--- src/rtl/wam_pkg.sv ---
// wam_pkg: shared constants, event bundle and LFSR step for the whac-a-mole blocks
package wam_pkg;
  localparam logic [15:0] LFSR_SEED = 16'hACE1;
  localparam logic [15:0] LFSR_TAPS = 16'hB400;
  localparam int AGE_W = 4;
  localparam int RTO_W = 8;
  typedef struct packed {
    logic hit_ok;
    logic hit_bad;
    logic miss;
    logic step;
  } wam_evt_t;
  function automatic logic [15:0] lfsr_next(input logic [15:0] s);
    return {s[14:0], ^(s & LFSR_TAPS)};
  endfunction
endpackage

--- src/rtl/wam_lfsr.sv ---
// wam_lfsr: free-running 16-bit Fibonacci LFSR, x^16+x^14+x^13+x^11+1
module wam_lfsr
  import wam_pkg::*;
(
  input  logic        clk,
  input  logic        rst_n,
  output logic [15:0] state
);
  logic [15:0] state_q, state_d;
  always_comb state_d = lfsr_next(state_q);
  always_ff @(posedge clk or negedge rst_n)
    if (!rst_n) state_q <= LFSR_SEED;
    else state_q <= state_d;
  assign state = state_q;
endmodule

--- src/rtl/wam_mol.sv ---
// wam_mol: spawns, ages and resolves whacks on the whac-a-mole board
module wam_mol
  import wam_pkg::*;
#(
  parameter int HOLES    = 16,
  parameter int STEP_DIV = 24
) (
  input  logic              clk_19,
  input  logic              clr_n,
  input  logic              en,
  input  logic [AGE_W-1:0]  age,
  input  logic [RTO_W-1:0]  rto,
  input  logic [HOLES-1:0]  hit,
  output logic [HOLES-1:0]  mol,
  output logic              hit_ok,
  output logic              hit_bad,
  output logic              miss,
  output logic              step
);
  localparam int IW = $clog2(HOLES);
  localparam int CW = $clog2(STEP_DIV);
  logic [1:0] sync_q;
  logic rst_n;
  logic [15:0] lfsr;
  logic lfsr_unused;
  logic [RTO_W-1:0] rnd;
  logic [IW-1:0] idx;
  logic [CW-1:0] cnt_q, cnt_d;
  logic [HOLES-1:0] mol_q, mol_d, ok_v, bad_v, exp_v, spn_v;
  logic [HOLES-1:0][AGE_W-1:0] life_q, life_d;
  logic step_now, spawn_ok;
  wam_evt_t evt_q, evt_d;
  always_ff @(posedge clk_19 or negedge clr_n)
    if (!clr_n) sync_q <= 2'b00;
    else sync_q <= {sync_q[0], 1'b1};
  assign rst_n = sync_q[1];
  wam_lfsr u_lfsr (.clk(clk_19), .rst_n(rst_n), .state(lfsr));
  assign rnd = lfsr[RTO_W-1:0];
  assign idx = lfsr[8 +: IW];
  assign lfsr_unused = ^lfsr[15:8+IW];
  always_comb begin
    step_now = en && (cnt_q == CW'(STEP_DIV - 1));
    cnt_d    = (!en || step_now) ? '0 : cnt_q + CW'(1);
    spawn_ok = step_now && (rnd < rto);
    evt_d    = '{hit_ok: |ok_v, hit_bad: |bad_v, miss: |exp_v, step: step_now};
  end
  // a hit on a hole always wins over its expiry and blocks a spawn into it
  for (genvar i = 0; i < HOLES; i++) begin : g_hole
    assign ok_v[i]   = en & hit[i] & mol_q[i];
    assign bad_v[i]  = en & hit[i] & ~mol_q[i];
    assign exp_v[i]  = step_now & mol_q[i] & ~hit[i] & (life_q[i] == '0);
    assign spn_v[i]  = spawn_ok & (idx == IW'(i)) & ~mol_q[i] & ~hit[i];
    assign mol_d[i]  = en & (spn_v[i] | (mol_q[i] & ~hit[i] & ~exp_v[i]));
    assign life_d[i] = (!en || ok_v[i]) ? '0 :
                       spn_v[i] ? age :
                       (step_now & mol_q[i] & |life_q[i]) ? life_q[i] - AGE_W'(1) : life_q[i];
  end
  always_ff @(posedge clk_19 or negedge rst_n)
    if (!rst_n) begin
      cnt_q  <= '0;
      mol_q  <= '0;
      life_q <= '0;
      evt_q  <= '0;
    end else begin
      cnt_q  <= cnt_d;
      mol_q  <= mol_d;
      life_q <= life_d;
      evt_q  <= evt_d;
    end
  assign mol     = mol_q;
  assign hit_ok  = evt_q.hit_ok;
  assign hit_bad = evt_q.hit_bad;
  assign miss    = evt_q.miss;
  assign step    = evt_q.step;
endmodule

--- config.mk ---
export PLATFORM = sky130hd
export DESIGN_NAME = wam_mol
export DESIGN_NICKNAME = d
export VERILOG_FILES = /design/src/rtl/wam_pkg.sv /design/src/rtl/wam_lfsr.sv /design/src/rtl/wam_mol.sv
export SDC_FILE = /design/constraint.sdc
export NUM_CORES = 1
export LEC_CHECK = 0
export ABC_AREA = 0
export CAP_MARGIN = 20
export CORE_ASPECT_RATIO = 1.1
export CORE_MARGIN = 2
export CORE_UTILIZATION = 40
export DETAILED_ROUTE_END_ITERATION = 16
export PLACE_DENSITY = 0.59
export SYNTH_ARGS = -nofsm -noshare
export SYNTH_HDL_FRONTEND = slang
export SYNTH_SLANG_ARGS = --single-unit
--- constraint.sdc ---
create_clock -name clk_19 -period 3.74 [get_ports clk_19]
set_input_delay 0.748 -clock clk_19 [delete_from_list [all_inputs] [get_ports clk_19]]
set_output_delay 0.748 -clock clk_19 [all_outputs]
set_load 0.05 [all_outputs]
# After elaboration in Yosys (flattened, before gate mapping)
# Cells that the tools add are included.
# classes
eq_ne	16
bitwise	272
n_lt_le_gt_ge	1
muxes	49
addsub	17
n_reduce_logical	73
# op_table
operator	n
$and 1x1->1	208
$mux 4	48
$logic_not 4->1	17
$reduce_or 4->1	16
$sub 4x1->4 const B	16
$not 1->1	48
$reduce_bool 3->1	16
$reduce_or 16->1	3
$eq 4x4->1 const B	8
$logic_or 1x1->1	17
$eq 4x3->1 const B	4
$or 1x1->1	16
$reduce_xor 16->1	1
$eq 4x2->1 const B	2
$lt 8x8->1	1
$add 5x1->5 const B	1
$eq 5x5->1 const B	1
$mux 5	1
$eq 4x1->1 const B	1
$logic_and 1x1->1	2
$logic_not 1->1	1
# word_totals
ff_bits	107
elab_cells	452

# Depth between registers and ports, before layout
# Gate-level depths: netlist (run 1).
# depth
depth_word	9
ltp_mapped	9
mapped_depth_nobuf	7

# Cells and area by module
# Synthesis (run 1) repeated with hierarchy kept, for this count alone.
# hier_totals
cells_unflattened	793
area_unflattened_um2	7184.4
# modules_own_cells
module	cells_per_inst	instances	area_per_inst_um2
wam_mol	759	1	6635.1
wam_lfsr	34	1	549.3

# Worst setup path after synthesis (run 1)
# OpenSTA, ideal clock, no wires.
# synth_timing
path_type	input to register
start	input rto[7]
end	register life_q[32] (netlist name)
arrival_time_ns	2.346
required_time_ns	3.614
path_buffers	1
setup_ns	0.126
stages	8
setup_slack_ns	1.267
cell_sequence	inv_1 -> ha_1 -> and4_4 -> or3_1 -> buf_2 -> nor4_2 -> and2_1 -> o31ai_1
# synth_via
elab_chain_cells	7
word_cells_on_any_way	8
# synth_lines
element	line_no	source
start: declaration	wam_mol.sv:12	input logic [RTO_W-1:0] rto,
$lt 8x8->1 *	wam_mol.sv:44	spawn_ok = step_now && (rnd < rto);
$logic_and 1x1->1 *	wam_mol.sv:44	
$and 1x1->1 * (3 in a row)	wam_mol.sv:52	assign spn_v[i] = spawn_ok & (idx == IW'(i)) & ~mol_q[i] & ~hit[i];
$mux 4	wam_mol.sv:55	spn_v[i] ? age :
$mux 4	wam_mol.sv:54	assign life_d[i] = (!en || ok_v[i]) ? '0 :
end signal: assignment	wam_mol.sv:67	life_q <= life_d;
end: declaration	wam_mol.sv:30	logic [HOLES-1:0][AGE_W-1:0] life_q, life_d;
# Every way passes the cells marked *; elsewhere a longest branch is shown, timed or not.
# A chain may end at the register's enable or synchronous reset.

# Final worst setup path (run 1)
# layout_timing
start	input rto[7]
end	register life_q[33] (netlist name)
# The elaborated chain is that of the path after synthesis.

==> results of run 1 <==
## registers in the layout, summed over array words and instances (netlist names)
name / flops
life_q: 64
mol: 16
u_lfsr.state: 16
cnt_q: 5
sync_q: 2
hit_bad: 1
hit_ok: 1
miss: 1
step: 1
## Yosys cell counts, types with 6 or more instances
library cell | number | area share
dfrtp_1 | 99 | 0.34
nand2_1 | 87 | 0.045
inv_1 | 61 | 0.032
ha_1 | 39 | 0.068
mux2i_1 | 39 | 0.054
nand3_1 | 39 | 0.027
nand4_1 | 36 | 0.031
o21ai_0 | 27 | 0.019
xnor2_1 | 27 | 0.033
nor2_1 | 24 | 0.012
nor3_1 | 22 | 0.015
clkbuf_1 | 21 | 0.011
a21oi_1 | 17 | 0.012
nor3b_1 | 17 | 0.018
o211ai_1 | 17 | 0.018
o21a_1 | 17 | 0.018
a21boi_1 | 14 | 0.015
or3b_2 | 14 | 0.017
buf_2 | 12 | 0.0083
nor4_1 | 12 | 0.010
and2_1 | 10 | 0.0087
xor2_1 | 10 | 0.012
mux2_2 | 9 | 0.014
a21boi_0 | 8 | 0.0083
dfstp_2 | 8 | 0.029
nand2b_1 | 8 | 0.0069
o31ai_1 | 6 | 0.0062
or3_1 | 6 | 0.0052
## power groups by stage
stage | clock (uW) | combinational [uW] | sequential [uW]
after floorplan | 0 | 64.4 | 1200
after global placement | 0 | 150 | 1200
after detailed placement | 0 | 153 | 1200
after CTS | 1030 | 153 | 1180
after global routing | 1080 | 166 | 1180
final | 1010 | 153 | 1180
## through the flow
stage	setup slack, ns	hold slack [ns]
floorplan	0.553	0.331
global placement	0.619	0.337
detailed placement	0.594	0.338
CTS	0.970	0.354
global route	0.824	0.356
finish	0.966	0.351
## final timing paths
path | startpoint | to | slack [ns]
worst max-delay path | rto[7] | life_q[33] | 0.97
worst min register to register | sync_q[0] | sync_q[1] | 0.35
worst max register to register | cnt_q[0] | life_q[55] | 1.28
worst min-delay path | sync_q[0] | sync_q[1] | 0.35
min in group asynchronous | sync_q[1] | life_q[27] | 0.43
max in group asynchronous | sync_q[1] | u_lfsr.state[15] | 2.41
## cell type report
| cell class | count | area, um^2 |
|---|---|---|
| Clock buffer | 11 | 253 |
| Clock inverter | 5 | 61.3 |
| Fill cell | 1705 | 9420 |
| Inverter | 61 | 229 |
| Multi-Input combinational cell | 580 | 4110 |
| Sequential cell | 107 | 2690 |
| Tap cell | 238 | 298 |
| Timing Repair Buffer | 65 | 613 |
## kinds of logic (layout without fill, tap and decap cells)
logic type                 after synthesis  after routing  share of synthesized area
DFF                                    107            107                      0.372
other                                    1              1                   0.000519
adders and majority gates               39             39                     0.0676
muxes                                   48             48                     0.0681
xor gates and xnor gates                37             37                     0.0449
AOI/OAI and AO/OA                      142            142                      0.140
buffers and inverters                  101            142                     0.0593
and+or+nand+nor                        313            313                      0.248
## cells in the final DEF (no fill, tap or decap), types with 22 or more instances in the layout
cell,n
clkdlybuf4s50_1,50
nand4_1,36
dfrtp_1,98
mux2i_1,39
nand3_1,39
o21ai_0,27
nor3_1,22
inv_1,61
ha_1,39
xnor2_1,27
nor2_1,24
nand2_1,87
## per-layer routing
metal | up-vias | GRT usage
li1 | 2895 | -
met4 | 0 | 0.0908
met5 | - | 0
met1 | 3009 | 0.292
met3 | 33 | 0.0318
met2 | 193 | 0.358
==> results.md, run 1 <==
- The flow ran to the end, and the final reports show no timing, DRC or antenna violations.
- The worst ir drop on vdd is 0.000224 V.
- The number of warnings reported in the yosys synthesis log is 0.
- Gates resized during post-CTS repair numbered 0.
- After detailed routing, the met3 layer carries 1080 um of wire.
- The HPWL after detailed placement is 15100 um.
- The number of placed instances, taps included, is 1051.
- The initial utilization of the core area, before any placement, comes to 0.409.
- The clock passes through at most 2 buffers.
- The critical path crosses 8 cells after its start point.
- The number of hold violations in the final report is 0.
- The die area is 19100 um^2.
- The worst hold path was traced through 0 stages.
- The areal power density over the cells is 284 nW/um^2.
- The maximum frequency from static timing analysis is between 300 and 400 MHz.
- The share of layout cells above drive strength 1 is 0.106.
- Setup violations remaining at the end of the flow were counted as 0.
- The most used flip-flop cell after synthesis is dfrtp_1.
- The number of nets handed over by synthesis was 858.
- Data on the critical path is required at its endpoint by ~4.0 ns.
- The final clock period utilization by the worst path is 0.742.
- The cell count after synthesis is 788.
- The routed length on met2 is 9810 um.
- The via count of the first global-routing pass is about 6200.
- The finished cells cover 8250 um^2.
- The nature of the critical path endpoint is a flip-flop.
- Entering global routing, the biggest net connects between 60 and 70 pins.
- The number of different library cells used by synthesis comes to 68.
- Data on the critical path arrives at its endpoint at 3.01 ns.
- The async set or reset register ratio after synthesis is 1.00.
- The root buffer cell is clkbuf_16.
- The maximum net fanout on the critical path is 6.
- The number of antenna diodes in the final layout is 0.
- Measured against its own limit, the worst slew margin works out to 0.299.
- CTS saw 107 sinks.
- The first-pass iteration count of the detailed router is 5.
- The share of total power dissipated in combinational logic is 0.065.
- TritonCTS built the clock tree.
- The area growth from synthesis to layout is 14.3%.
- The start-to-end type of the worst setup path is in -> reg.
- The share of total power dissipated in sequential elements is 0.503.
- The global-route wire length before repair is about 33000 um.
- Of the total power, the clock network draws 0.432.
- A synthesized cell averages 9.16 um^2.
- The placeable core area is about 18000 um^2.
- The count of buffers added on input and output ports is 50.
- The net total in the final layout is 894.
- After detailed routing, the number of remaining DRC violations is 0.
- The design internal power is 1780 uW.
- The number of antenna violations at the first check in global routing is 0.
- The number of synthesized flops with an enable pin is 0.
- The biggest cell delay along the critical path is 0.50 ns.
- The leakage power figure is 0.00349 uW.
- The clock latency reported for the late side of the worst-skew pair is 0.36 ns.
- The congestion estimate from routability-driven global placement came to between 0.9 and 1.
- Of the total power, the share spent switching nets is 0.240.
- The vias per cell is 5.75.
- In the global route stage, overall resource usage came out at 0.220.
- The master of the slowest instance on the critical path is or3_1.
- The classification of the worst-slack hold path is reg -> reg.
- The total negative slack is 0 ns.
- For the pin with the worst max-slew slack, the measured transition is 1.05 ns.
- The highest metal layer carrying signal wires in the routed design is met4.
- The switching power total is roughly 560 uW.
- The overall via count from detail_route is 6130.
- The startpoint type of the worst setup path is an input port.
- The remaining global-route overflow is 0.
- The synthesized design contains 107 register bits.
- The non-filler instance count after layout is 1067.
- The post-route met1 wirelength is approximately 9000 um.
- In this run the post-CTS setup repair buffer count came out at 0.
- Once placement finished, the instance area stood at 7940 um^2.
- Setup repair after global routing left no endpoint under its margin.
- The total CTS buffers is 9.
- From bottom edge to top edge, the die measures 145 um.
- The sum of internal, switching and leakage power is around 2300 uW.
- The number of cells on the worst reg-to-reg path is 7.
- For this run, the register share of the synthesized area comes to 0.372.
- At the end of the flow the core is filled with cells to 0.467.
- The number of max-slew violations in the final report is 0.
- The width of the die is 132 um.
- The number of ports placed on the die boundary is 51.
- The clock arrives with 0.00896 ns of skew.
- Once detail routing completed, the nets flagged for antenna violations numbered 0.
- The clock transition at the register clock pins on the worst setup and hold paths after CTS is 0.07 ns.
- The max capacitance violation total is 0.
- The cell area that synthesis handed to floorplanning was 7220 um^2.
- The number of buffers inserted by hold repair at cts is 0.
- The final period demand of the worst path is 2.77 ns.
- Together, buffers and inverters on the worst path number 2.
- Traced cell by cell, the critical path runs through clkdlybuf4s50_1 > inv_1 > ha_1 > and4_4 > or3_1 > nor4_2 > and2_1 > o31ai_1.
- The starting DRC count in detailed routing is 481.
- After floorplanning, the core was divided into between 50 and 60 placement rows.
- The post-detailed-routing wire length is between 20000 and 25000 um.
- In this design, the largest share of critical-path delay is due to simple AND/OR/NAND/NOR gates.
- The total number of H-tree levels is 3.
- The routed length per placed instance is about 19 um.
Power figures use the tool's default switching activity.
==> inputs of run 2 (changes only) <==
- clock period: 3.74 -> 2.8 ns (I/O delays scaled with it)
==> run 2 against run 1 <==
  * Total power rose by 35%
  * Non-clock buffer count rose by 27
  * Via count rose by 2.1%
  * Count of clock-buffer cells in the layout did not move
  * Die area did not move
  * Cell area rose by 3.0%
  * Setup slack got worse by 0.75 ns
  * Clock skew rose by 0.0029 ns
  * Combinational power rose by 51%
  * Global-route usage rose by 0.88 points
  * Critical path depth did not move
  * Critical endpoint is now life_q[49]
  * Highest routed layer unchanged
==> results.md, run 2 (synthesis gave the netlist of run 1 again) <==
- The starting DRC count in detailed routing is 410 (was 481).
- Result of the run: finished clean (unchanged).
- The area growth from synthesis to layout is 17.8% (was 14.3%).
- The share of layout cells above drive strength 1 was 0.134 (was 0.106).
- The final period demand of the worst path is roughly 2.6 ns.
- The startpoint type of the worst setup path is an input port (unchanged).
- The start-to-end type of the worst setup path is in -> reg (unchanged).
- The clock latency reported for the late side of the worst-skew pair was 0.36 ns (about the same).
- Of the available clock period, the critical path in the final layout requires 0.922.
- The first-pass iteration count of the detailed router came to 5 (unchanged).
- The critical register-to-register path endpoint is life_q[49] (was life_q[55]).
- The hold slack is 0.343 ns (was 0.351 ns).
- The root buffer cell is clkbuf_16 (unchanged).
- The register with the most flip-flops is life_q (unchanged).
- The non-filler instance count after layout is 1094 (was 1067).
- The die area was 19100 um^2 (unchanged).
- The global routing usage summed across all routing layers is 0.228 (was 0.220).
- The endpoint required time on the critical path is 3.04 ns (was 3.98 ns).
- The number of cells on the worst reg-to-reg path was 6 (was 7).
- The total half-perimeter wirelength after legalization and detailed placement is 15500 um (was 15100 um).
- The net total in the final layout is 921 (was 894).
- The total number of H-tree levels is 3 (unchanged).
- The total placed instance area was 8190 um^2 (was 7940 um^2).
- The maximum number of pins on one net before global-route repair is 106 (was 66).
- The width of the die is 132 um (unchanged).
- The critical register-to-register path startpoint is cnt_q[0] (unchanged).
- The worst clock skew on the final layout is 0.0118 ns (was 0.00896 ns).
- The number of max-slew violations in the final report is 0 (unchanged).
- The flip-flop count of the largest register after layout is 64 (unchanged).
- The transition at the pin with the smallest max-transition slack was 0.838 ns (was 1.05 ns).
- The worst ir drop on vdd came to 0.000256 V (was 0.000224 V).
- The max capacitance violation total is 0 (unchanged).
- The quantity of gates resized following cts is 0 (unchanged).
- The number of ports placed on the die boundary is 51 (unchanged).
- The remaining global-route overflow is 0 (unchanged).
- The total CTS buffers is 9 (unchanged).
- The clock transition at the register clock pins on the worst setup and hold paths after CTS was 0.08 ns (was 0.07 ns).
- The final RePlAce weighted congestion is 0.920 (was 0.915).
- The relative max-transition margin is 0.441 (was 0.299).
- The leakage power figure is 0.00363 uW (was 0.00349 uW).
- The total of endpoints with negative setup slack in the final report is 0 (unchanged).
- The number of antenna repair diodes is 0 (unchanged).
- The via count of the first global-routing pass is 6409 (was 6180).
- The post-detailed-routing wire length is 21300 um (was 20500 um).
- The number of hold violations in the final report is 0 (unchanged).
- The nature of the critical path endpoint is a flip-flop (unchanged).
- Critical-path cell list: clkdlybuf4s50_1 > inv_1 > ha_1 > and4_4 > or3_1 > nor4b_2 > nand2_1 > mux2i_1 (was clkdlybuf4s50_1 > inv_1 > ha_1 > and4_4 > or3_1 > nor4_2 > and2_1 > o31ai_1).
- The biggest cell delay along the critical path is 0.45 ns (was 0.50 ns).
- The global-route wire length before repair was 34500 um (was 33200 um).
- The port buffer count is 50 (unchanged).
- The clock net sink count came to 107 (unchanged).
- The areal power density over the cells is 371 nW/um^2 (was 284 nW/um^2).
- The floorplan row count is 51 (unchanged).
- The routed length per placed instance was 19.5 um (was 19.2 um).
- The classification of the worst-slack hold path is in -> async (was reg -> reg).
- The number of buffers inserted by hold repair at cts is 0 (unchanged).
- Top library cells by usage in the layout, fill and taps aside: dfrtp_1 (98), nand2_1 (87), inv_1 (61), clkdlybuf4s50_1 (50) (unchanged).
- The remaining routing DRC violations is 0 (unchanged).
- The maximum frequency from static timing analysis is between 300 and 400 MHz.
- The buffer depth of the longest clock path is 2 (unchanged).
- The height of the die is 145 um (unchanged).
- The master of the slowest instance on the critical path is clkdlybuf4s50_1 (was or3_1).
- The placeable core area is 17700 um^2 (unchanged).
- The number of placed instances with taps included was 1078 (was 1051).
- The arrival time at the worst endpoint is 2.82 ns (was 3.01 ns).
- The number of antenna violations at the first check in global routing is 0 (unchanged).
- The worst-case register-to-register setup slack came to 0.38 ns (was 1.28 ns).
- The number of setup buffers added after CTS is 0 (unchanged).
- The area of all placed cells without fillers is 8500 um^2 (was 8250 um^2).
- The total negative slack is 0 ns (unchanged).
- The vias per cell is 5.72 (was 5.75).
- Unrepaired setup endpoints after global routing: no (unchanged).
- The maximum net fanout on the critical path was 5 (was 6).
- The number of nets with antenna violations after routing is 0 (unchanged).
- The most frequent standard cell in the layout excluding fill and tap cells is dfrtp_1 (unchanged).
- The overall via count from detail_route is 6259 (was 6130).
- The TritonCTS clock tree is built (unchanged).
- The effective utilization at floorplan is 0.409 (unchanged).
-- run 2: cell count changes in the layout (fill, tap and decap cells not counted) --
cell / before / now
buf_12: 0 / 4
buf_4: 15 / 38
clkinv_4: 3 / 1
clkinvlp_4: 0 / 1
inv_6: 0 / 1
-- run 2: area by class of cell --
class / instances / area (um^2)
Inverter: 61 / 229
Clock buffer: 11 / 253
Sequential cell: 107 / 2690
Fill cell: 1713 / 9170
Clock inverter: 5 / 60.1
Tap cell: 238 / 298
Multi-Input combinational cell: 580 / 4110
Timing Repair Buffer: 92 / 866
-- run 2: worst max path at each step --
stage                       from          to  depth (start not counted)  slack, ns
after CTS                 rto[7]  life_q[49]                          8       0.24
final                     rto[7]  life_q[49]                          8       0.22
after global routing      rto[7]  life_q[33]                          8        0.1
after floorplan           rto[7]  life_q[32]                          8       0.52
after global placement    rto[6]  life_q[49]                          8      -0.08
after detailed placement  rto[7]  life_q[49]                          8      -0.13
-- run 2: power by group --
part | leakage [uW] | internal [uW] | total, uW | switching, uW
Clock | 0.000152 | 747 | 1370 | 620
Combinational | 0.00202 | 86.1 | 231 | 145
Sequential | 0.00146 | 1550 | 1550 | 4.04
-- run 2: critical path, delay by kind of cell --
family | cells | cell delay (ns)
muxes | 1 | 0.16
buffers and inverters | 2 | 0.50
and+or+nand+nor | 4 | 1.29
adders and majority gates | 1 | 0.31
-- run 2: layer usage --
layer,vias to the layer above,GRT usage,wire (um)
li1,2938,-,-
met1,3136,0.301,9390
met2,166,0.388,10600
met3,19,0.0353,1030
met4,0,0.0641,314
met5,-,0,0
-- run 2: stage by stage --
stage | util | setup slack [ns] | total power (uW)
5_1_grt | 0.481 | 0.0973 | 3260
3_3_place_gp | 0.463 | -0.0820 | 1810
3_5_place_dp | 0.463 | -0.132 | 1820
6_report | 0.481 | 0.218 | 3150
4_1_cts | 0.481 | 0.243 | 3180
2_1_floorplan | - | 0.515 | 1690
==> inputs of run 3 (changes only) <==
- clock period: 2.8 -> 2.9 ns (I/O delays scaled with it)
==> run 3 against run 2 <==
  * Clock power is essentially flat
  * Combinational power is 7% lower
  * Cell area hardly changed
  * Count of clock-buffer cells in the layout unchanged
  * Sequential share of layout area hardly changed
  * Sequential power shrank 3%
  * Core utilization is essentially flat
  * Flip-flop and latch count did not move
  * Clock skew decreased by 0.0039 ns
  * Global-route usage down 0.50 points
  * Via count down 1.5%
  * Largest power group unchanged
==> results.md, run 3 (synthesis gave the netlist of run 1 again) <==
- The starting DRC count in detailed routing is 371 (was 410).
- The remaining global-route overflow is 0 (unchanged).
- The areal power density over the cells is 360 nW/um^2 (was 371 nW/um^2).
- The non-filler instance count after layout is 1094 (unchanged).
- The height of the die came to 145 um (unchanged).
- The relative max-transition margin is 0.501 (was 0.441).
- The overall via count from detail_route is 6164 (was 6259).
- The worst setup margin is 0.305 ns (was 0.218 ns).
- Unrepaired setup endpoints after global routing: no (unchanged).
- The global-route wire length before repair is 33700 um (was 34500 um).
- The sum of internal, switching and leakage power is 3060 uW (was 3150 uW).
- The number of setup buffers added after CTS is 0 (unchanged).
- The number of ports placed on the die boundary was 51 (unchanged).
- The max capacitance violation total is 0 (unchanged).
- The worst ir drop on vdd was 0.000286 V (was 0.000256 V).
- The endpoint required time on the critical path is 3.14 ns (was 3.04 ns).
- The global routing usage summed across all routing layers is 0.223 (was 0.228).
- The number of hold violations in the final report came to 0 (unchanged).
- The nature of the critical path endpoint is a flip-flop (unchanged).
- The critical register-to-register path startpoint is cnt_q[0] (unchanged).
- The area growth from synthesis to layout is 17.7% (was 17.8%).
- The buffer depth of the longest clock path is 2 (unchanged).
- The startpoint type of the worst setup path is an input port (unchanged).
- The port buffer count is 50 (unchanged).
- The final period demand of the worst path is around 2.6 ns.
- The number of max-slew violations in the final report came to 0 (unchanged).
- The utilization of the core after routing is 0.481 (about the same).
- Result of the run: finished clean (unchanged).
- The number of nets with antenna violations after routing is 0 (unchanged).
- The arrival time at the worst endpoint was 2.84 ns (was 2.82 ns).
- The total number of H-tree levels is 3 (unchanged).
- The TritonCTS clock tree is built (unchanged).
- The flip-flop count of the largest register after layout is 64 (unchanged).
- The remaining routing DRC violations is 0 (unchanged).
- The number of cells on the worst reg-to-reg path is 7 (was 6).
- The register with the most flip-flops is life_q (unchanged).
- The transition at the pin with the smallest max-transition slack was 0.749 ns (was 0.838 ns).
- The width of the die came to 132 um (unchanged).
- The critical path launch point was rto[6] (was rto[7]).
- The total half-perimeter wirelength after legalization and detailed placement is 15600 um (was 15500 um).
- The maximum net fanout on the critical path came to 6 (was 5).
- The total CTS buffers is 9 (unchanged).
- The routed length per placed instance is 19.2 um (was 19.5 um).
- The final clock period utilization by the worst path is 0.895.
- The worst slack at placement was -0.0601 ns (was -0.132 ns).
- The quantity of gates resized following cts is 0 (unchanged).
- The critical register-to-register path endpoint is life_q[15] (was life_q[49]).
- The maximum number of pins on one net before global-route repair is 59 (was 106).
- The hold slack is 0.353 ns (was 0.343 ns).
- The classification of the worst-slack hold path was reg -> reg (was in -> async).
- The clock latency reported for the late side of the worst-skew pair is 0.36 ns (about the same).
- The worst clock skew on the final layout is 0.00795 ns (was 0.0118 ns).
- The start-to-end type of the worst setup path is in -> reg (unchanged).
- The clock net sink count is 107 (unchanged).
- The first-pass iteration count of the detailed router is 5 (unchanged).
- The number of placed instances with taps included is 1078 (unchanged).
- The net total in the final layout is 921 (unchanged).
- The leakage power figure was 0.00363 uW (about the same).
- The via count of the first global-routing pass is 6309 (was 6409).
- The number of antenna violations at the first check in global routing came to 0 (unchanged).
- The final RePlAce weighted congestion is 0.900 (was 0.920).
- The number of antenna repair diodes was 0 (unchanged).
- The termination of the worst setup path is life_q[49] (unchanged).
- The total of endpoints with negative setup slack in the final report is 0 (unchanged).
- The root buffer cell is clkbuf_16 (unchanged).
- The post-detailed-routing wire length came to 21000 um (was 21300 um).
- The share of layout cells above drive strength 1 is 0.132 (was 0.134).
- The die area was 19100 um^2 (unchanged).
- The most frequent standard cell in the layout excluding fill and tap cells is dfrtp_1 (unchanged).
- Static timing analysis puts the maximum clock frequency at 385 MHz.
- The effective utilization at floorplan was 0.409 (unchanged).
- The placeable core area is 17700 um^2 (unchanged).
- The clock transition at the register clock pins on the worst setup and hold paths after CTS came to 0.07 ns (was 0.08 ns).
- The floorplan row count is 51 (unchanged).
- The worst-case register-to-register setup slack is 0.44 ns (was 0.38 ns).
- The vias per cell is 5.63 (was 5.72).
- Top library cells by usage in the layout, fill and taps aside: dfrtp_1 (98), nand2_1 (87), inv_1 (61), clkdlybuf4s50_1 (50) (unchanged).
- The number of buffers inserted by hold repair at cts is 0 (unchanged).
-- run 3: final cells by class --
cell class	instances	area (um^2)
clock buffer	11	233
fill	1712	9180
inverter	61	229
clock inverter	5	77.6
sequential	107	2690
multi-input combinational	580	4110
timing repair buffer	92	866
tap	238	298
-- run 3: how the worst min path moves through the flow --
stage / from / end / slack (ns) / depth (start not counted)
after detailed placement: u_lfsr.state[14] / u_lfsr.state[15] / 0.35 / 0
final: u_lfsr.state[14] / u_lfsr.state[15] / 0.35 / 0
after global placement: u_lfsr.state[14] / u_lfsr.state[15] / 0.34 / 0
after global routing: clr_n / sync_q[1] / 0.37 / 1
after CTS: clr_n / sync_q[1] / 0.36 / 1
after floorplan: clr_n / sync_q[0] / 0.28 / 0
-- run 3: stage by stage --
stage / instance area, um^2 / TNS, ns
final: 8500 / 0
after global routing: 8500 / 0
after CTS: 8500 / 0
after detailed placement: 8190 / -0.174
after global placement: 8190 / -0.0337
after floorplan: 7220 / 0
-- run 3: power by group --
group          switching, uW  internal [uW]
Combinational            128           86.5
Clock                    580            756
Sequential              16.8           1500
Total                    724           2340
-- run 3: critical path, stage by stage --
cell and delay, ns:
clkdlybuf4s50_1 0.46, inv_1 0.05, ha_1 0.32, and4_4 0.18, or3_1 0.31, buf_4 0.18, nor4b_2 0.38, nand2_1 0.22
mux2i_1 0.16
-- run 3: metal layers --
metal	vias to the layer above	global-route usage	share of wire
li1	2942	-	-
met1	3027	0.292	0.45
met2	166	0.373	0.48
met3	29	0.0280	0.043
met4	0	0.0929	0.026
met5	-	0	0
